===== src/rtl/vending_pkg.sv =====
// Shared types, coin values and coin decode for the vending controller.
package vending_pkg;

  typedef enum logic [1:0] {
    COLLECT = 2'd0,
    PENDING = 2'd1,
    VEND    = 2'd2,
    CHANGE  = 2'd3
  } state_t;

  localparam int NICKEL_C  = 5;
  localparam int DIME_C    = 10;
  localparam int QUARTER_C = 25;

  // Value of a single inserted coin; no coin or several coins at once decode to 0.
  function automatic logic [7:0] coin_value(input logic q, input logic d, input logic n);
    logic [7:0] v;
    case ({q, d, n})
      3'b100:  v = 8'(QUARTER_C);
      3'b010:  v = 8'(DIME_C);
      3'b001:  v = 8'(NICKEL_C);
      default: v = 8'd0;
    endcase
    return v;
  endfunction

endpackage


===== src/rtl/change_unit.sv =====
// Greedy change picker: largest coin that fits the given credit, combinational.
// Outputs the coin one-hot {quarter, dime, nickel} and the amount to subtract.
module change_unit
  import vending_pkg::*;
#(
  parameter int CREDIT_W = 7
) (
  input  logic [CREDIT_W-1:0] credit,
  output logic [2:0]          coin,
  output logic [CREDIT_W-1:0] dec
);

  always_comb begin
    coin = 3'b000;
    dec  = '0;
    if (credit >= CREDIT_W'(QUARTER_C)) begin
      coin = 3'b100;
      dec  = CREDIT_W'(QUARTER_C);
    end else if (credit >= CREDIT_W'(DIME_C)) begin
      coin = 3'b010;
      dec  = CREDIT_W'(DIME_C);
    end else if (credit != '0) begin
      coin = 3'b001;
      dec  = CREDIT_W'(NICKEL_C);
    end
  end

endmodule


===== src/rtl/vending_ctrl.sv =====
// Vending controller: coin accept, held selection, auto-dispense, cancel and greedy change.
// Every output is registered; inputs sampled at an edge act on the outputs of the following cycle.
module vending_ctrl
  import vending_pkg::*;
#(
  parameter int NUM_ITEMS  = 2,
  parameter int PRICE      = 45,
  parameter int MAX_CREDIT = 95,
  parameter int CREDIT_W   = 7
) (
  input  logic                 clk,
  input  logic                 reset,
  input  logic                 nickel,
  input  logic                 dime,
  input  logic                 quarter,
  input  logic [NUM_ITEMS-1:0] select,
  input  logic                 cancel,
  output logic [NUM_ITEMS-1:0] give,
  output logic                 chg_nickel,
  output logic                 chg_dime,
  output logic                 chg_quarter,
  output logic                 coin_reject,
  output logic [CREDIT_W-1:0]  credit,
  output logic                 busy
);

  localparam logic [CREDIT_W-1:0] PRICE_C = CREDIT_W'(PRICE);
  localparam logic [CREDIT_W-1:0] MAX_C   = CREDIT_W'(MAX_CREDIT);

  state_t                 state;
  logic [NUM_ITEMS-1:0]   sel_reg;

  logic [CREDIT_W-1:0]    coin_val;
  logic [CREDIT_W-1:0]    sum;
  logic [CREDIT_W-1:0]    credit_next;
  logic                   coin_any;
  logic                   coin_ok;
  logic [NUM_ITEMS-1:0]   sel_low;
  logic [NUM_ITEMS-1:0]   sel_next;
  logic [2:0]             chg_coin;
  logic [CREDIT_W-1:0]    chg_dec;

  // The picker always works on the live credit: VEND, CHANGE and cancel all refund from it.
  change_unit #(
    .CREDIT_W (CREDIT_W)
  ) u_change (
    .credit (credit),
    .coin   (chg_coin),
    .dec    (chg_dec)
  );

  always_comb begin
    coin_val    = CREDIT_W'(coin_value(quarter, dime, nickel));
    coin_any    = nickel | dime | quarter;
    sum         = credit + coin_val;
    coin_ok     = (coin_val != '0) && (sum <= MAX_C);
    credit_next = coin_ok ? sum : credit;
    // Isolate the lowest set request bit.
    sel_low     = select & (~select + NUM_ITEMS'(1));
    sel_next    = (|select) ? sel_low : sel_reg;
  end

  assign busy = (state == VEND) || (state == CHANGE);

  always_ff @(posedge clk) begin
    if (reset) begin
      state       <= COLLECT;
      credit      <= '0;
      sel_reg     <= '0;
      give        <= '0;
      chg_quarter <= 1'b0;
      chg_dime    <= 1'b0;
      chg_nickel  <= 1'b0;
      coin_reject <= 1'b0;
    end else begin
      give        <= '0;
      chg_quarter <= 1'b0;
      chg_dime    <= 1'b0;
      chg_nickel  <= 1'b0;
      coin_reject <= 1'b0;

      case (state)
        COLLECT, PENDING: begin
          if (cancel) begin
            coin_reject <= coin_any;
            sel_reg     <= '0;
            if (credit != '0) begin
              state                              <= CHANGE;
              {chg_quarter, chg_dime, chg_nickel} <= chg_coin;
              credit                             <= credit - chg_dec;
            end else begin
              state <= COLLECT;
            end
          end else begin
            coin_reject <= coin_any & ~coin_ok;
            credit      <= credit_next;
            if (|sel_next) begin
              if (credit_next >= PRICE_C) begin
                state   <= VEND;
                give    <= sel_next;
                credit  <= credit_next - PRICE_C;
                sel_reg <= '0;
              end else begin
                state   <= PENDING;
                sel_reg <= sel_next;
              end
            end else begin
              state <= COLLECT;
            end
          end
        end

        VEND, CHANGE: begin
          coin_reject <= coin_any;
          if (credit != '0) begin
            state                              <= CHANGE;
            {chg_quarter, chg_dime, chg_nickel} <= chg_coin;
            credit                             <= credit - chg_dec;
          end else begin
            state <= COLLECT;
          end
        end

        default: state <= COLLECT;
      endcase
    end
  end

endmodule

===== config.mk =====
export PLATFORM = sky130hd
export DESIGN_NAME = vending_ctrl
export DESIGN_NICKNAME = d
export VERILOG_FILES = /design/src/rtl/vending_pkg.sv /design/src/rtl/change_unit.sv /design/src/rtl/vending_ctrl.sv
export SDC_FILE = /design/constraint.sdc
export NUM_CORES = 1
export LEC_CHECK = 0
export ABC_AREA = 1
export CAP_MARGIN = 20
export CORE_UTILIZATION = 59
export CTS_BUF_LIST = sky130_fd_sc_hd__clkbuf_16
export DETAILED_ROUTE_END_ITERATION = 10
export PLACE_DENSITY = 0.85
export SLEW_MARGIN = 20
export SYNTH_ARGS = -nofsm -noshare
export SYNTH_HDL_FRONTEND = slang
export SYNTH_SLANG_ARGS = --single-unit

===== constraint.sdc =====
create_clock -name clk -period 7.7 [get_ports clk]
set_input_delay 0.77 -clock clk [delete_from_list [all_inputs] [get_ports clk]]
set_output_delay 0.77 -clock clk [all_outputs]
set_load 0.02 [all_outputs]

==> results.cfg, run 1 <==
[finish]
n_antenna_cell = 0
layout.nets = 301
area_delta_synth_final_pct = 19.1
stdcell_count = 308
largest_register_ffs = 7
layout-drive-gt1-share_pct = 11.5

[logic_synthesis]
synth.top_cell.area_share_pct = 19.9
ys_types = 33
ys_ff_latch = 16
syn-num-nets = 278
netlist.top_cell.by_area = sky130_fd_sc_hd__dfxtp_1
synth_area_sq_um = 1610
synth_top_family_by_area = simple AND/OR/NAND/NOR gates
synth_top_cells_by_area = sky130_fd_sc_hd__dfxtp_1 (20%), sky130_fd_sc_hd__nand2_1 (14%), sky130_fd_sc_hd__inv_1 (11%)
synth.yosys.warnings = 0
post_synth.cell_area_avg_sq_um = 6.29
sequential_share_of_the_synthesized_area_pct = 19.9
post_synth_mux_area_share_pct = 0
synthMostInstantiatedCell = sky130_fd_sc_hd__nand2_1
yosys_most_used_dff = sky130_fd_sc_hd__dfxtp_1
postSynthCellCount = 256
post_synth_fa_ha_maj_area_fraction_pct = 11.8
synth-compound-area-share_pct = 12.0
synthSimpleGateAreaFrac_pct = 39.4
synth_common_cells = sky130_fd_sc_hd__nand2_1 (59), sky130_fd_sc_hd__inv_1 (49), sky130_fd_sc_hd__nor2_1 (28)
synthArstFlopShare_pct = 0
synth_xor_xnor_area_share_pct = 2.72
synth_enable_flop_cells = 0

[sta]
fmax_mhz = 265
worst-slew-pin-transition_ns = 0.570
period_needed_ns = 3.78
worst_slew_margin_rel_pct = 61.7
grt_setup_unrepaired = no
hold_violations = 0
report.final.setup_viol = 0
timing.final.max_slew_violations = 0
period_share_pct = 49.1
setup_tns_ns = 0
worst_clock_skew_ns = 0.00138

[power]
power_frac_comb_pct = 67.6
p_per_area_nw_per_um2 = 390
switching_share_pct = 49.4
internal_power_component_uw = 378
power_frac_seq_pct = 19.0
peakVddDrop_uv = 311
switching_power_uw = 369
clockPowerShare_pct = 13.4
power.static_leakage_uw = 0.00106

[cts]
ctsRootBufferMaster = sky130_fd_sc_hd__clkbuf_16
clk_pin_slew_worst_paths_ns = 0.05
cts_repair_resizes = 0
total_number_of_clock_tree_sinks = 16
cts_hold_repair.buffers = 0
worst_skew_pair.late_latency_ns = 0.24
buffers_from_clock_root_to_sink_at_most = 2
buffers_inserted_during_post_cts_setup_optimization = 0
cts-htree-levels = 1
cts-buffers-inserted = 3
cts_tree = yes

[critical_path]
r2r-end = credit[1]$_SDFF_PP0_
cpPeakStageDelay_ns = 0.50
rr_startpoint = credit[0]$_SDFF_PP0_
cpMostUsedCell = sky130_fd_sc_hd__nand2_1
timing.critical_path.slowest_stage_cell = sky130_fd_sc_hd__clkdlybuf4s50_1
r2r_slack_ns = 4.85
end_kind = flip-flop
crit_required_ns = 7.84
worst-endpoint-arrival_ns = 3.92
critPathMaxFanout = 9
timing.reg2reg.worst_path_depth = 23
worstSetupPathType = in -> reg
setup.worst_path.start_class = primary input

[global_routing]
global_route.usage.met3_pct = 3.06
globalRoute.busiestLayer = met2
grt_pass1_vias = 1407
initial_antenna_violation_count = 0
globalRoute.totalOverflow = 0
groute.layer.met2.usage_pct = 45.1
grt_util_all_layers_pct = 28.1
grt_start_max_net_pins = 10
grt_first_pass_wirelength_microns = 5980
grt_util_met1_pct = 38.4

[die]
core-area_sq_um = 2520
boundaryPins = 22
die_w_microns = 54.2
chipHeight_microns = 54.2
dieArea_sq_um = 2940
floorplan.initialDensity_pct = 63.8
placementRows = 18

[min_path]
holdCritPathClass = reg -> reg
hold_ep = sel_reg[0]$_SDFFE_PP0P_
timing.hold.worst.start = sel_reg[0]$_SDFFE_PP0P_
hold_path_depth = 2

[routing]
number_of_routed_nets_with_antenna_violations = 0
drt_wl_total_microns = 3470
average_wire_per_standard_cell_microns = 11.3
vias_per_cell = 5.13
route.vias.total = 1580
drc = 0
drt-initial-drc-count = 43
drt_first_pass_iters = 4

[placement]
routabilityCongestion = 0.925
numPortBuffers = 21
post-place-cells = 304
dpl.hpwl_microns = 2890

[job]
number_of_maximum_capacitance_constraint_violations = 0

[run_status]
outcome = finished clean
metrics by stage:
step           total power (uW)  utilization (%)  worst slack [ns]  hold slack [ns]  cell area (sq um)
3_3_place_gp                640             72.9              3.83            0.460               1840
6_report                    748             76.0              3.92            0.470               1920
2_1_floorplan               522                -              4.49            0.443               1610
3_5_place_dp                645             72.9              3.70            0.471               1840
5_1_grt                     832             76.0              3.57            0.515               1920
4_1_cts                     747             76.0              3.95            0.478               1920
how the worst max path moves through the flow:
stage,endpoint,depth (start not counted),startpoint
global placement,credit[3]$_SDFF_PP0_,27,dime
floorplan,credit[3]$_SDFF_PP0_,26,nickel
global route,credit[1]$_SDFF_PP0_,27,nickel
detailed placement,credit[1]$_SDFF_PP0_,27,dime
CTS,credit[1]$_SDFF_PP0_,27,dime
finish,credit[1]$_SDFF_PP0_,27,dime
metal layers:
layer | vias up | routed length (microns)
li1 | 843 | -
met1 | 691 | 1690
met2 | 35 | 1560
met3 | 11 | 129
met4 | 0 | 91
met5 | - | 0
layout make-up:
type                       count  area (sq um)
clock buffer                   3          75.1
clock inverter                 1          3.75
fill                         205           604
inverter                      56           210
multi-input combinational    181          1060
sequential                    16           320
tap                           30          37.5
timing repair buffer          21           210
cell usage in the layout, fill, tap and decap left out, types with 2 or more instances in the layout:
cell,netlist,routed
sky130_fd_sc_hd__a21oi_1,12,12
sky130_fd_sc_hd__a21oi_2,3,3
sky130_fd_sc_hd__clkbuf_16,0,3
sky130_fd_sc_hd__clkdlybuf4s50_1,0,21
sky130_fd_sc_hd__clkinv_1,2,3
sky130_fd_sc_hd__dfxtp_1,16,16
sky130_fd_sc_hd__fa_1,2,2
sky130_fd_sc_hd__ha_1,12,12
sky130_fd_sc_hd__inv_1,49,49
sky130_fd_sc_hd__inv_2,5,5
sky130_fd_sc_hd__nand2_1,59,59
sky130_fd_sc_hd__nand2_2,9,9
sky130_fd_sc_hd__nand2_4,2,2
sky130_fd_sc_hd__nand3_1,18,18
sky130_fd_sc_hd__nand3_2,3,3
sky130_fd_sc_hd__nand3b_1,5,5
sky130_fd_sc_hd__nor2_1,28,28
sky130_fd_sc_hd__nor3_1,3,3
sky130_fd_sc_hd__o21ai_0,3,3
sky130_fd_sc_hd__o21ai_1,4,4
sky130_fd_sc_hd__o21ai_2,2,2
sky130_fd_sc_hd__or2_2,2,2
sky130_fd_sc_hd__xnor2_1,2,2
sky130_fd_sc_hd__xor2_1,3,3
worst max-delay path: cells and delay by family:
kind | cells | cell delay (ns)
and+or+nand+nor | 20 | 1.64
buffers and inverters | 3 | 0.65
adders and majority gates | 3 | 0.75
AOI/OAI and AO/OA | 1 | 0.09
cell families (layout without fill, tap and decap cells):
family | Yosys count | count (layout)
XOR/XNOR | 5 | 5
AND/OR/NAND/NOR | 132 | 132
AO/OA/AOI/OAI | 30 | 30
flip-flops | 16 | 16
buffers and inverters | 59 | 81
adder cells (fa/ha/maj) | 14 | 14
power groups by stage:
stage                     combinational [uW]  clock [uW]  sequential, uW
after floorplan                          368           0             154
after global placement                   497           0             143
after detailed placement                 501           0             143
after CTS                                504         101             142
after global routing                     582         104             145
final                                    506        99.9             142
(Power assumes the default switching activity.)
==> run 2, diff against run 1 <==
--- a/config.mk
+++ b/config.mk
@@ -7,10 +7,10 @@
 export LEC_CHECK = 0
 export ABC_AREA = 1
 export CAP_MARGIN = 20
-export CORE_UTILIZATION = 59
+export CORE_UTILIZATION = 55
 export CTS_BUF_LIST = sky130_fd_sc_hd__clkbuf_16
 export DETAILED_ROUTE_END_ITERATION = 10
-export PLACE_DENSITY = 0.85
+export PLACE_DENSITY = 0.8
 export SLEW_MARGIN = 20
 export SYNTH_ARGS = -nofsm -noshare
 export SYNTH_HDL_FRONTEND = slang
==> constraint.sdc (replaced) <==
create_clock -name clk -period 3.5 [get_ports clk]
set_input_delay 0.35 -clock clk [delete_from_list [all_inputs] [get_ports clk]]
set_output_delay 0.35 -clock clk [all_outputs]
set_load 0.02 [all_outputs]
==> run 2 against run 1 <==
Sequential cell count unchanged. Largest power group unchanged. Clock-buffer cell count unchanged. Cell area up 1.6%. Cell count up 1.3%. Sequential power up 120%. Via count up 1.3%. Routed wire length up 8.7%. Sequential share of layout area down 0.27 points. Clock power up 120%.
==> results.cfg, run 2 (same netlist as run 1, synthesis figures left out) <==
[cts]
cts-buffers-inserted = 3
total_number_of_clock_tree_sinks = 16
cts_tree = yes
ctsRootBufferMaster = sky130_fd_sc_hd__clkbuf_16
worst_skew_pair.late_latency_ns = 0.24
buffers_inserted_during_post_cts_setup_optimization = 0
cts-htree-levels = 1
cts_hold_repair.buffers = 0
clk_pin_slew_worst_paths_ns = 0.05
buffers_from_clock_root_to_sink_at_most = 2

[global_routing]
grt_pass1_vias = 1436
globalRoute.totalOverflow = 0
global_route.usage.met3_pct = 3.49
grt_util_met1_pct = 31.7
grt_start_max_net_pins = 10
groute.layer.met2.usage_pct = 42.7
grt_first_pass_wirelength_microns = 6140
initial_antenna_violation_count = 0
grt_util_all_layers_pct = 24.6
globalRoute.busiestLayer = met2

[die]
dieArea_sq_um = 3150
boundaryPins = 22
core-area_sq_um = 2760
floorplan.initialDensity_pct = 58.4
placementRows = 19
chipHeight_microns = 56.1
die_w_microns = 56.1

[finish]
largest_register_ffs = 7
register_area_sq_um = 320
layout.nets = 304
fillers = 236
most-common-layout-cells = sky130_fd_sc_hd__nand2_1 (58), sky130_fd_sc_hd__inv_1 (49), sky130_fd_sc_hd__nor2_1 (28), sky130_fd_sc_hd__clkdlybuf4s50_1 (21), sky130_fd_sc_hd__nand3_1 (18)
stdcell_count = 312
area_delta_synth_final_pct = 21.1
finish.utilization_pct = 70.7
layout-drive-gt1-share_pct = 13.2
layout.cells.most_common = sky130_fd_sc_hd__nand2_1
multi_input_area_sq_um = 1080
n_antenna_cell = 0

[critical_path]
crit_required_ns = 3.67
worstSetupPathType = in -> reg
cpPeakStageDelay_ns = 0.50
worst-endpoint-arrival_ns = 3.43
timing.critical_path.slowest_stage_cell = sky130_fd_sc_hd__clkdlybuf4s50_1
cpMostUsedCell = sky130_fd_sc_hd__nand2_1
critPathMaxFanout = 9
setup.worst_path.start_class = primary input
end_kind = flip-flop

[placement]
pre_cts_slack_ns = -0.0498
numPortBuffers = 21
routabilityCongestion = 0.940
post-place-cells = 307
dpl.hpwl_microns = 2930

[routing]
drt-initial-drc-count = 75
drc = 0
drt_first_pass_iters = 4
average_wire_per_standard_cell_microns = 12.1
drt_wl_total_microns = 3770
number_of_routed_nets_with_antenna_violations = 0
route.vias.total = 1600
vias_per_cell = 5.13

[power]
p_per_area_nw_per_um2 = 853
report.power.total_uw = 1660
peakVddDrop_uv = 853
power.static_leakage_uw = 0.00107

[sta]
layout_setup_ws_ns = 0.238
period_needed_ns = 3.26
grt_setup_unrepaired = no
worst_clock_skew_ns = 0.00178
timing.final.max_slew_violations = 0
worst-slew-pin-transition_ns = 0.655
report.final.setup_viol = 0
period_share_pct = 93.2
setup_tns_ns = 0
fmax_mhz = 307
hold_violations = 0
worst_slew_margin_rel_pct = 56.0

[min_path]
holdCritPathClass = reg -> reg

[job]
number_of_maximum_capacitance_constraint_violations = 0

[run_status]
outcome = finished clean
## run 2: layer usage
layer | wire length [microns] | vias to the layer above
li1 | - | 849
met1 | 1740 | 716
met2 | 1820 | 31
met3 | 170 | 4
met4 | 44 | 0
met5 | 0 | -
## run 2: what timing repair did
action,4_1_cts,5_1_grt
endpoints found under the hold margin,0,0
gates resized for setup,0,2
setup endpoints to repair,0,7
## run 2: worst max-delay path, delay by kind of cell
family | cells | cell delay, ns
AO/OA/AOI/OAI | 2 | 0.22
buffers and inverters | 3 | 0.64
AND/OR/NAND/NOR | 18 | 1.49
adder cells (fa/ha/maj) | 3 | 0.71
## run 2: through the flow
step	hold WS, ns	area, sq um
CTS	0.475	1930
detailed placement	0.467	1860
global placement	0.455	1860
finish	0.477	1950
global route	0.499	1950
floorplan	0.443	1610
## run 2: final cells by class
type | instances | share of cell area (%)
clock buffers | 3 | 3.85
well taps | 31 | 1.99
clock inverters | 1 | 0.193
multi-input cells | 182 | 55.2
flip-flops and latches | 16 | 16.4
inverters | 56 | 10.8
repair buffers | 23 | 11.6
## run 2: path summary, 6_finish.rpt
| kind | start | to | slack [ns] | depth (start not counted) |
|---|---|---|---|---|
| setup / recovery | dime | credit[4]$_SDFF_PP0_ | 0.24 | 26 |
| hold / removal | sel_reg[0]$_SDFFE_PP0P_ | sel_reg[0]$_SDFFE_PP0P_ | 0.48 | 2 |
| setup reg to reg | credit[0]$_SDFF_PP0_ | credit[4]$_SDFF_PP0_ | 0.68 | 22 |
| hold reg to reg | sel_reg[0]$_SDFFE_PP0P_ | sel_reg[0]$_SDFFE_PP0P_ | 0.48 | 2 |
## run 2: power by group
| group | switching (uW) | internal [uW] |
|---|---|---|
| sequential | 78.1 | 235 |
| clock | 70.8 | 152 |
| combinational | 672 | 454 |
